--- src/rtl/riscv_hazard_ctrl.sv ---
// Hazard controller for a 5-stage RV32I pipe: E-stage forwarding, load-use stall,
// branch redirect flush, data-memory freeze with timeout watchdog, perf counters.
module riscv_hazard_ctrl #(
  parameter int XLEN        = 32,
  parameter int MEM_TIMEOUT = 255
) (
  input  logic            i_clk,
  input  logic            i_rstn,
  input  logic [4:0]      i_rs1_d,
  input  logic [4:0]      i_rs2_d,
  input  logic [4:0]      i_rs1_e,
  input  logic [4:0]      i_rs2_e,
  input  logic [4:0]      i_rd_e,
  input  logic [1:0]      i_result_src_e,
  input  logic            i_pc_src_e,
  input  logic [4:0]      i_rd_m,
  input  logic            i_reg_write_m,
  input  logic [4:0]      i_rd_w,
  input  logic            i_reg_write_w,
  input  logic            i_dmem_req_m,
  input  logic            i_dmem_ready,
  output logic [1:0]      o_forward_a_e,
  output logic [1:0]      o_forward_b_e,
  output logic            o_stall_f,
  output logic            o_stall_d,
  output logic            o_stall_e,
  output logic            o_stall_m,
  output logic            o_flush_d,
  output logic            o_flush_e,
  output logic            o_flush_w,
  output logic            o_mem_timeout,
  output logic [XLEN-1:0] o_stall_cnt,
  output logic [XLEN-1:0] o_flush_cnt
);

  typedef enum logic [1:0] {
    ST_RUN     = 2'd0,
    ST_MEMWAIT = 2'd1,
    ST_ERR     = 2'd2
  } state_t;

  localparam logic [15:0]     TMO_LIM = 16'(MEM_TIMEOUT);
  localparam logic [XLEN-1:0] CNT_ONE = {{(XLEN-1){1'b0}}, 1'b1};

  state_t            state_r, state_nxt_s;
  logic [15:0]       tmo_cnt_r, tmo_nxt_s;
  logic              mem_timeout_r;
  logic [XLEN-1:0]   stall_cnt_r, flush_cnt_r;
  logic              lwstall_s, memstall_s, flush_ev_s;
  logic              stall_f_s, stall_d_s, stall_e_s, stall_m_s;
  logic              flush_d_s, flush_e_s, flush_w_s;

  // Forwarding selects; the younger producer in M wins over W.
  always_comb begin
    o_forward_a_e = 2'b00;
    o_forward_b_e = 2'b00;
    if (i_rs1_e != 5'd0 && i_rs1_e == i_rd_m && i_reg_write_m) begin
      o_forward_a_e = 2'b10;
    end else if (i_rs1_e != 5'd0 && i_rs1_e == i_rd_w && i_reg_write_w) begin
      o_forward_a_e = 2'b01;
    end else begin
      o_forward_a_e = 2'b00;
    end
    if (i_rs2_e != 5'd0 && i_rs2_e == i_rd_m && i_reg_write_m) begin
      o_forward_b_e = 2'b10;
    end else if (i_rs2_e != 5'd0 && i_rs2_e == i_rd_w && i_reg_write_w) begin
      o_forward_b_e = 2'b01;
    end else begin
      o_forward_b_e = 2'b00;
    end
  end

  assign lwstall_s  = (i_result_src_e == 2'b01) && (i_rd_e != 5'd0) &&
                      ((i_rd_e == i_rs1_d) || (i_rd_e == i_rs2_d));
  assign memstall_s = i_dmem_req_m && !i_dmem_ready;

  // Next-state, watchdog and stall/flush decode.
  always_comb begin
    state_nxt_s = state_r;
    tmo_nxt_s   = tmo_cnt_r;
    flush_ev_s  = 1'b0;
    stall_f_s   = 1'b0;
    stall_d_s   = 1'b0;
    stall_e_s   = 1'b0;
    stall_m_s   = 1'b0;
    flush_d_s   = 1'b0;
    flush_e_s   = 1'b0;
    flush_w_s   = 1'b0;
    case (state_r)
      ST_RUN: begin
        if (memstall_s) begin
          {stall_f_s, stall_d_s, stall_e_s, stall_m_s, flush_w_s} = 5'b11111;
          state_nxt_s = ST_MEMWAIT;
          tmo_nxt_s   = 16'd1;
        end else if (i_pc_src_e) begin
          flush_d_s  = 1'b1;
          flush_e_s  = 1'b1;
          flush_ev_s = 1'b1;
        end else if (lwstall_s) begin
          stall_f_s = 1'b1;
          stall_d_s = 1'b1;
          flush_e_s = 1'b1;
        end else begin
          state_nxt_s = ST_RUN;
        end
      end
      ST_MEMWAIT: begin
        if (!i_dmem_ready) begin
          {stall_f_s, stall_d_s, stall_e_s, stall_m_s, flush_w_s} = 5'b11111;
          if (tmo_cnt_r >= TMO_LIM) begin
            state_nxt_s = ST_ERR;
          end else begin
            tmo_nxt_s = tmo_cnt_r + 16'd1;
          end
        end else begin
          state_nxt_s = ST_RUN;
          tmo_nxt_s   = 16'd0;
        end
      end
      ST_ERR: begin
        {stall_f_s, stall_d_s, stall_e_s, stall_m_s, flush_w_s} = 5'b11111;
      end
      default: begin
        state_nxt_s = ST_RUN;
        tmo_nxt_s   = 16'd0;
      end
    endcase
  end

  // State, watchdog counter and sticky timeout flag.
  always_ff @(posedge i_clk or negedge i_rstn) begin
    if (!i_rstn) begin
      state_r       <= ST_RUN;
      tmo_cnt_r     <= 16'd0;
      mem_timeout_r <= 1'b0;
    end else begin
      state_r   <= state_nxt_s;
      tmo_cnt_r <= tmo_nxt_s;
      if (state_nxt_s == ST_ERR) begin
        mem_timeout_r <= 1'b1;
      end else begin
        mem_timeout_r <= mem_timeout_r;
      end
    end
  end

  // Performance counters, wrapping naturally.
  always_ff @(posedge i_clk or negedge i_rstn) begin
    if (!i_rstn) begin
      stall_cnt_r <= {XLEN{1'b0}};
      flush_cnt_r <= {XLEN{1'b0}};
    end else begin
      if (stall_f_s) begin
        stall_cnt_r <= stall_cnt_r + CNT_ONE;
      end else begin
        stall_cnt_r <= stall_cnt_r;
      end
      if (flush_ev_s) begin
        flush_cnt_r <= flush_cnt_r + CNT_ONE;
      end else begin
        flush_cnt_r <= flush_cnt_r;
      end
    end
  end

  assign o_stall_f     = stall_f_s;
  assign o_stall_d     = stall_d_s;
  assign o_stall_e     = stall_e_s;
  assign o_stall_m     = stall_m_s;
  assign o_flush_d     = flush_d_s;
  assign o_flush_e     = flush_e_s;
  assign o_flush_w     = flush_w_s;
  assign o_mem_timeout = mem_timeout_r;
  assign o_stall_cnt   = stall_cnt_r;
  assign o_flush_cnt   = flush_cnt_r;

endmodule

--- config.mk ---
export PLATFORM = sky130hd
export DESIGN_NAME = riscv_hazard_ctrl
export DESIGN_NICKNAME = d
export VERILOG_FILES = /design/src/rtl/riscv_hazard_ctrl.sv
export SDC_FILE = /design/constraint.sdc
export NUM_CORES = 1
export LEC_CHECK = 0
export CORE_UTILIZATION = 52
export CTS_CLUSTER_SIZE = 40
export DETAILED_ROUTE_END_ITERATION = 8
export PLACE_DENSITY_LB_ADDON = 0.08
export SYNTH_ARGS = -nofsm -noshare
export SYNTH_HDL_FRONTEND = slang
export SYNTH_SLANG_ARGS = --single-unit
--- constraint.sdc ---
create_clock -name i_clk -period 5.6 [get_ports i_clk]
set_input_delay 0.56 -clock i_clk [delete_from_list [all_inputs] [get_ports i_clk]]
set_output_delay 0.56 -clock i_clk [all_outputs]
set_load 0.01 [all_outputs]
; ---- Word-level counts from Yosys, hierarchy flattened
; Cells that the tools add are included.
[classes]
addsub = 3
n_eq_ne = 12
n_reduce_logical = 18
bitwise = 1
order_cmp = 1
muxes = 27
[ops]
columns = op, n
row1 = $add A32 B1 Y32 const B, 2
row2 = $mux W16, 3
row3 = $pmux W16 S3, 1
row4 = $eq A5 B5 Y1, 6
row5 = $add A16 B1 Y16 const B, 1
row6 = $ge A16 B8 Y1 const B, 1
row7 = $reduce_bool A5 Y1, 3
row8 = $mux W2, 7
row9 = $mux W1, 13
row10 = $logic_and A1 B1 Y1, 11
row11 = $pmux W1 S3, 2
row12 = $pmux W2 S3, 1
row13 = $eq A2 B1 Y1 const B, 2
row14 = $eq A2 B2 Y1 const B, 2
row15 = $ne A3 B3 Y1 const B, 1
row16 = $reduce_and A3 Y1, 1
row17 = $logic_not A2 Y1, 1
row18 = $ne A2 B2 Y1 const B, 1
row19 = $logic_not A1 Y1, 1
row20 = $logic_or A1 B1 Y1, 1
row21 = $not A1 Y1, 1
[totals]
out_inout_bits = 76
ff_bits = 83
in_bits = 44
word_cells = 67

; ---- Depth between registers and ports, before layout
[depth]
word_depth = 8
mapped_depth = 7
mapped_depth_nobuf = 7

; ---- Worst setup path before layout
; Ideal clock, no wire load.
[synth_timing]
path_kind = input-to-output
start = input port i_rs1_e[1]
end = output port o_forward_a_e[0]
n_path_buf = 0
path_slack_ns = 3.297
t_required_ns = 5.040
arrival_time_ns = 1.743
path_stages = 4
path_cell_list = or4_1 > nor2_1 > nor4_1 > nor4_1
[synth_via]
elab_chain_cells = 5
word_cells_on_any_way = 9
cone_classes = eq/ne: 2 / mux: 2 / reduce/logical: 5
[synth_rtl]
columns = item, line_no
row1 = "start, declared", 11  ; input logic [4:0] i_rs1_e,
row2 = $eq A5 B5 Y1 or $reduce_bool A5 Y1 (tied branches), "59, 57"
row3 = $logic_and A1 B1 Y1 (2 in series), 59  ; end else if (i_rs1_e != 5'd0 && i_rs1_e == i_rd_w && i_reg_write_w) begin
row4 = $mux W1, 59
row5 = $mux W2 (*), 57  ; if (i_rs1_e != 5'd0 && i_rs1_e == i_rd_m && i_reg_write_m) begin
row6 = "end, declared", 22  ; output logic [1:0] o_forward_a_e,
; Mark *: on every way between the ends. The rest lies on a longest branch, timed or not.

; ---- Final worst setup path
[layout_timing]
start = input port i_rd_e[0]
end = output port o_stall_d
[layout_via]
elab_chain_cells = 7
word_cells_on_any_way = 10
cone_classes = eq/ne: 2 / mux: 4 / reduce/logical: 4
[layout_rtl]
columns = item, line_no
row1 = "start, declared", 13  ; input logic [4:0] i_rd_e,
row2 = $eq A5 B5 Y1 or $reduce_bool A5 Y1 (tied branches), "74, 73"
row3 = $logic_or A1 B1 Y1 or $logic_and A1 B1 Y1 (tied branches), "74, 73"
row4 = $logic_and A1 B1 Y1 (*), 73  ; assign lwstall_s = (i_result_src_e == 2'b01) && (i_rd_e != 5'd0) &&
row5 = $mux W1 (*), 99  ; end else if (lwstall_s) begin
row6 = $mux W1 (*), 95  ; end else if (i_pc_src_e) begin
row7 = $mux W1 (*), 91  ; if (memstall_s) begin
row8 = $pmux W1 S3 (*), 89  ; case (state_r)
row9 = "end, declared", 25  ; output logic o_stall_d,
; Marks and branches as above.

==> results_dict.tcl <==
set metrics [dict create \
    die_h_um 91.3 \
    period_minus_slack_ns 3.98 \
    clock-skew-final_ns 0.0138 \
    comb_power_share_pct 20.8 \
    overflow 0 \
    wl_per_cell_um 14.8 \
    postCtsHoldBufs 0 \
    layout-drive-gt1-share_pct 3.98 \
    insertedDiodeCount 0 \
    routed_wl_um 9310 \
    clock.fmax_mhz 251 \
    startpoint "i_rd_e[0]" \
    report.final.slew_viol_count 0 \
    clockBufferDepth 2 \
    crit_path_end_kind "output pin" \
    tns_ns 0 \
    cts_resized 0 \
    avgSynthCellArea_um2 10.3 \
    fin_util_pct 72.6 \
    p_sw_share_pct 31.1 \
    ant_nets 0 \
    num_rows 32 \
    switchingPower_uw 444 \
    stdcell_count 629 \
    cts.sinks 83 \
    cts-root-buf "clkbuf_8" \
    viasPerCell 5.33 \
    synth_seq_cells 83 \
    worstMarginPinSlew_ns 1.01 \
    placed_area_um2 5410 \
    syn_nets 448 \
    ys_seq_area_share_pct 50.1 \
    grt_pass1_vias 3288 \
    p_seq_share_pct 49.5 \
    clock_latency_ns 0.36 \
    coreArea_um2 7730 \
    final_hold_viol_count 0 \
    worst-r2r-cell-count 6 \
    clockPowerShare_pct 29.7 \
    synthCells 401 \
    drc_errors 0 \
    place_ws_ns 1.66 \
    cp_max_fo 11 \
    dp_hpwl_um 7090 \
    ios 120 \
    power_density_nw_per_um2 254 \
    grt_max_degree 84 \
    finalNetCount 569 \
    async_reset_ff_share_pct 100 \
    synth_edf_count 0 \
    cts.htree.levels 3 \
    p_int_uw 982 \
    grtUsageTotal_pct 23.9 \
    hold_class "input port to asynchronous set/reset pin" \
    outcome "complete, no violations" \
    synth.distinct_cells 38 \
    startpoint_type "input port" \
    synth-main-ff-cell "dfrtp_1" \
    fin_area_um2 5610 \
    p_leak_uw 0.00231 \
    post-place-cells 613 \
    dr_total_vias 3354 \
    postCtsSetupRepairBufs 0 \
    worst-setup-path-type "input port to output pin" \
    grt_setup_unrepaired "no" \
    timing.rr.start "state_r[0]$_DFF_PN0_" \
    fin_ws_ns 1.62 \
    maxCapViolCount 0 \
    dieArea_um2 8340 \
    grt_first_pass_wirelength_um 15800 \
    drt_iter0_markers 110 \
    slew_headroom_pct 32.8 \
    crit_required_ns 5.04 \
    firstDrtPassIters 4 \
    syn_to_final_growth_pct 35.2 \
    port_buffers 119 \
    cts.clk_slew.worst_paths_ns 0.10 \
    crit_arrival_ns 3.42 \
    ir_worst_vdd_mv 0.147 \
    die_x_um 91.3 \
    syn_area_um2 4150 \
    finalCritPeriodShare_pct 71.1 \
    yosys_warnings 0 \
    numCtsBuffers 9 \
    gp_congestion 0.886 \
    cts_tree "done" \
    start_util_pct 53.7 \
    setup_viol 0 \
    antenna_found_initial 0 \
]
-- layer usage --
metal / GRT usage (%) / vias up / share of wire, %
met1: 31.6 / 1615 / 44
li1: - / 1628 / -
met4: 9.66 / 0 / 2.7
met5: 0 / - / 0
met3: 3.27 / 21 / 3.7
met2: 39.8 / 90 / 50
-- flip-flops by register name, indices dropped and copies added (netlist names) --
register	count
o_mem_timeout	1
o_stall_cnt	32
o_flush_cnt	32
tmo_cnt_r	16
state_r	2
-- per-stage QoR --
| step | total power [µW] | hold slack (ns) |
|---|---|---|
| global placement | 1010 | 0.463 |
| global route | 1500 | 0.454 |
| floorplan | 835 | 0.264 |
| finish | 1430 | 0.356 |
| CTS | 1440 | 0.413 |
| detailed placement | 1020 | 0.465 |
-- layout make-up --
| cell class | instances | area [µm²] |
|---|---|---|
| clock buffers | 9 | 124 |
| clock inverters | 7 | 72.6 |
| fillers | 594 | 2120 |
| inverters | 5 | 18.8 |
| multi-input cells | 304 | 2000 |
| flip-flops and latches | 83 | 2080 |
| well taps | 102 | 128 |
| repair buffers | 119 | 1190 |
-- layout by cell type, fill, tap and decap left out, types with 2 or more instances in the layout --
master / n
a21oi_1: 6
inv_1: 4
mux2i_1: 2
clkdlybuf4s50_1: 118
xnor2_1: 73
and3_1: 15
xor2_1: 24
a21o_1: 2
nand4_1: 19
or4_1: 2
dfrtp_1: 83
ha_1: 3
nand2b_1: 3
o21ai_0: 4
nor4_1: 13
nand3_1: 24
and4_1: 6
clkbuf_8: 9
clkinvlp_4: 3
and2_1: 11
nand2_1: 42
a31oi_1: 3
nor2_1: 26
nor3_1: 12
nor2b_1: 2
inv_8: 3
-- worst max-delay path: stages --
cell and delay [ns]:
clkdlybuf4s50_1 0.47, nor3_1 0.21, a21oi_1 0.12, a31oi_1 0.81, clkinv_1 0.62, clkdlybuf4s50_1 0.63
-- synth_stat cells, types with 2 or more instances --
cell	count	area [µm²]
xor2_1	24	210
a31oi_1	3	18.8
and4_1	6	52.6
dfrtp_1	83	2080
and2_1	11	68.8
nand2b_1	3	18.8
and3_1	15	93.8
inv_1	4	15.0
mux2i_1	2	20.0
buf_4	3	22.5
nor3_1	12	60.1
o21ai_0	4	20.0
ha_1	3	37.5
nand4_1	19	119
a21o_1	2	15.0
nand2_1	42	158
or4_1	2	15.0
nor2b_1	2	12.5
xnor2_1	73	639
clkbuf_1	5	18.8
a21oi_1	6	30.0
nand3_1	24	120
nor4_1	13	81.3
nor2_1	26	97.6
-- path summary, 6_finish.rpt --
check                                                    to  slack [ns]
worst min register to register  o_flush_cnt[31]$_DFFE_PN0P_        0.48
worst min-delay path             o_stall_cnt[6]$_DFFE_PN0P_        0.36
worst max register to register  o_stall_cnt[18]$_DFFE_PN0P_        2.66
min in group i_clk              o_flush_cnt[31]$_DFFE_PN0P_        0.48
max in group asynchronous         tmo_cnt_r[11]$_DFFE_PN0P_        4.59
worst max-delay path                              o_stall_d        1.62
-- power by group through the flow --
| stage | clock network (µW) | logic (µW) | registers [µW] |
|---|---|---|---|
| finish | 423 | 297 | 705 |
| global route | 462 | 321 | 714 |
| CTS | 429 | 301 | 705 |
| detailed placement | 0 | 299 | 717 |
| global placement | 0 | 293 | 714 |
| floorplan | 0 | 112 | 724 |
-- logic make-up after synthesis --
group                      after synthesis  share of synthesized area, %
and+or+nand+nor                        182                          23.3
xor gates and xnor gates                97                          20.5
DFF                                     83                          50.1
AOI/OAI and AO/OA                       19                          2.78
buffers and inverters                   14                          1.72
muxes                                    3                         0.754
adders and majority gates                3                         0.905
(Power assumes the default switching activity.)
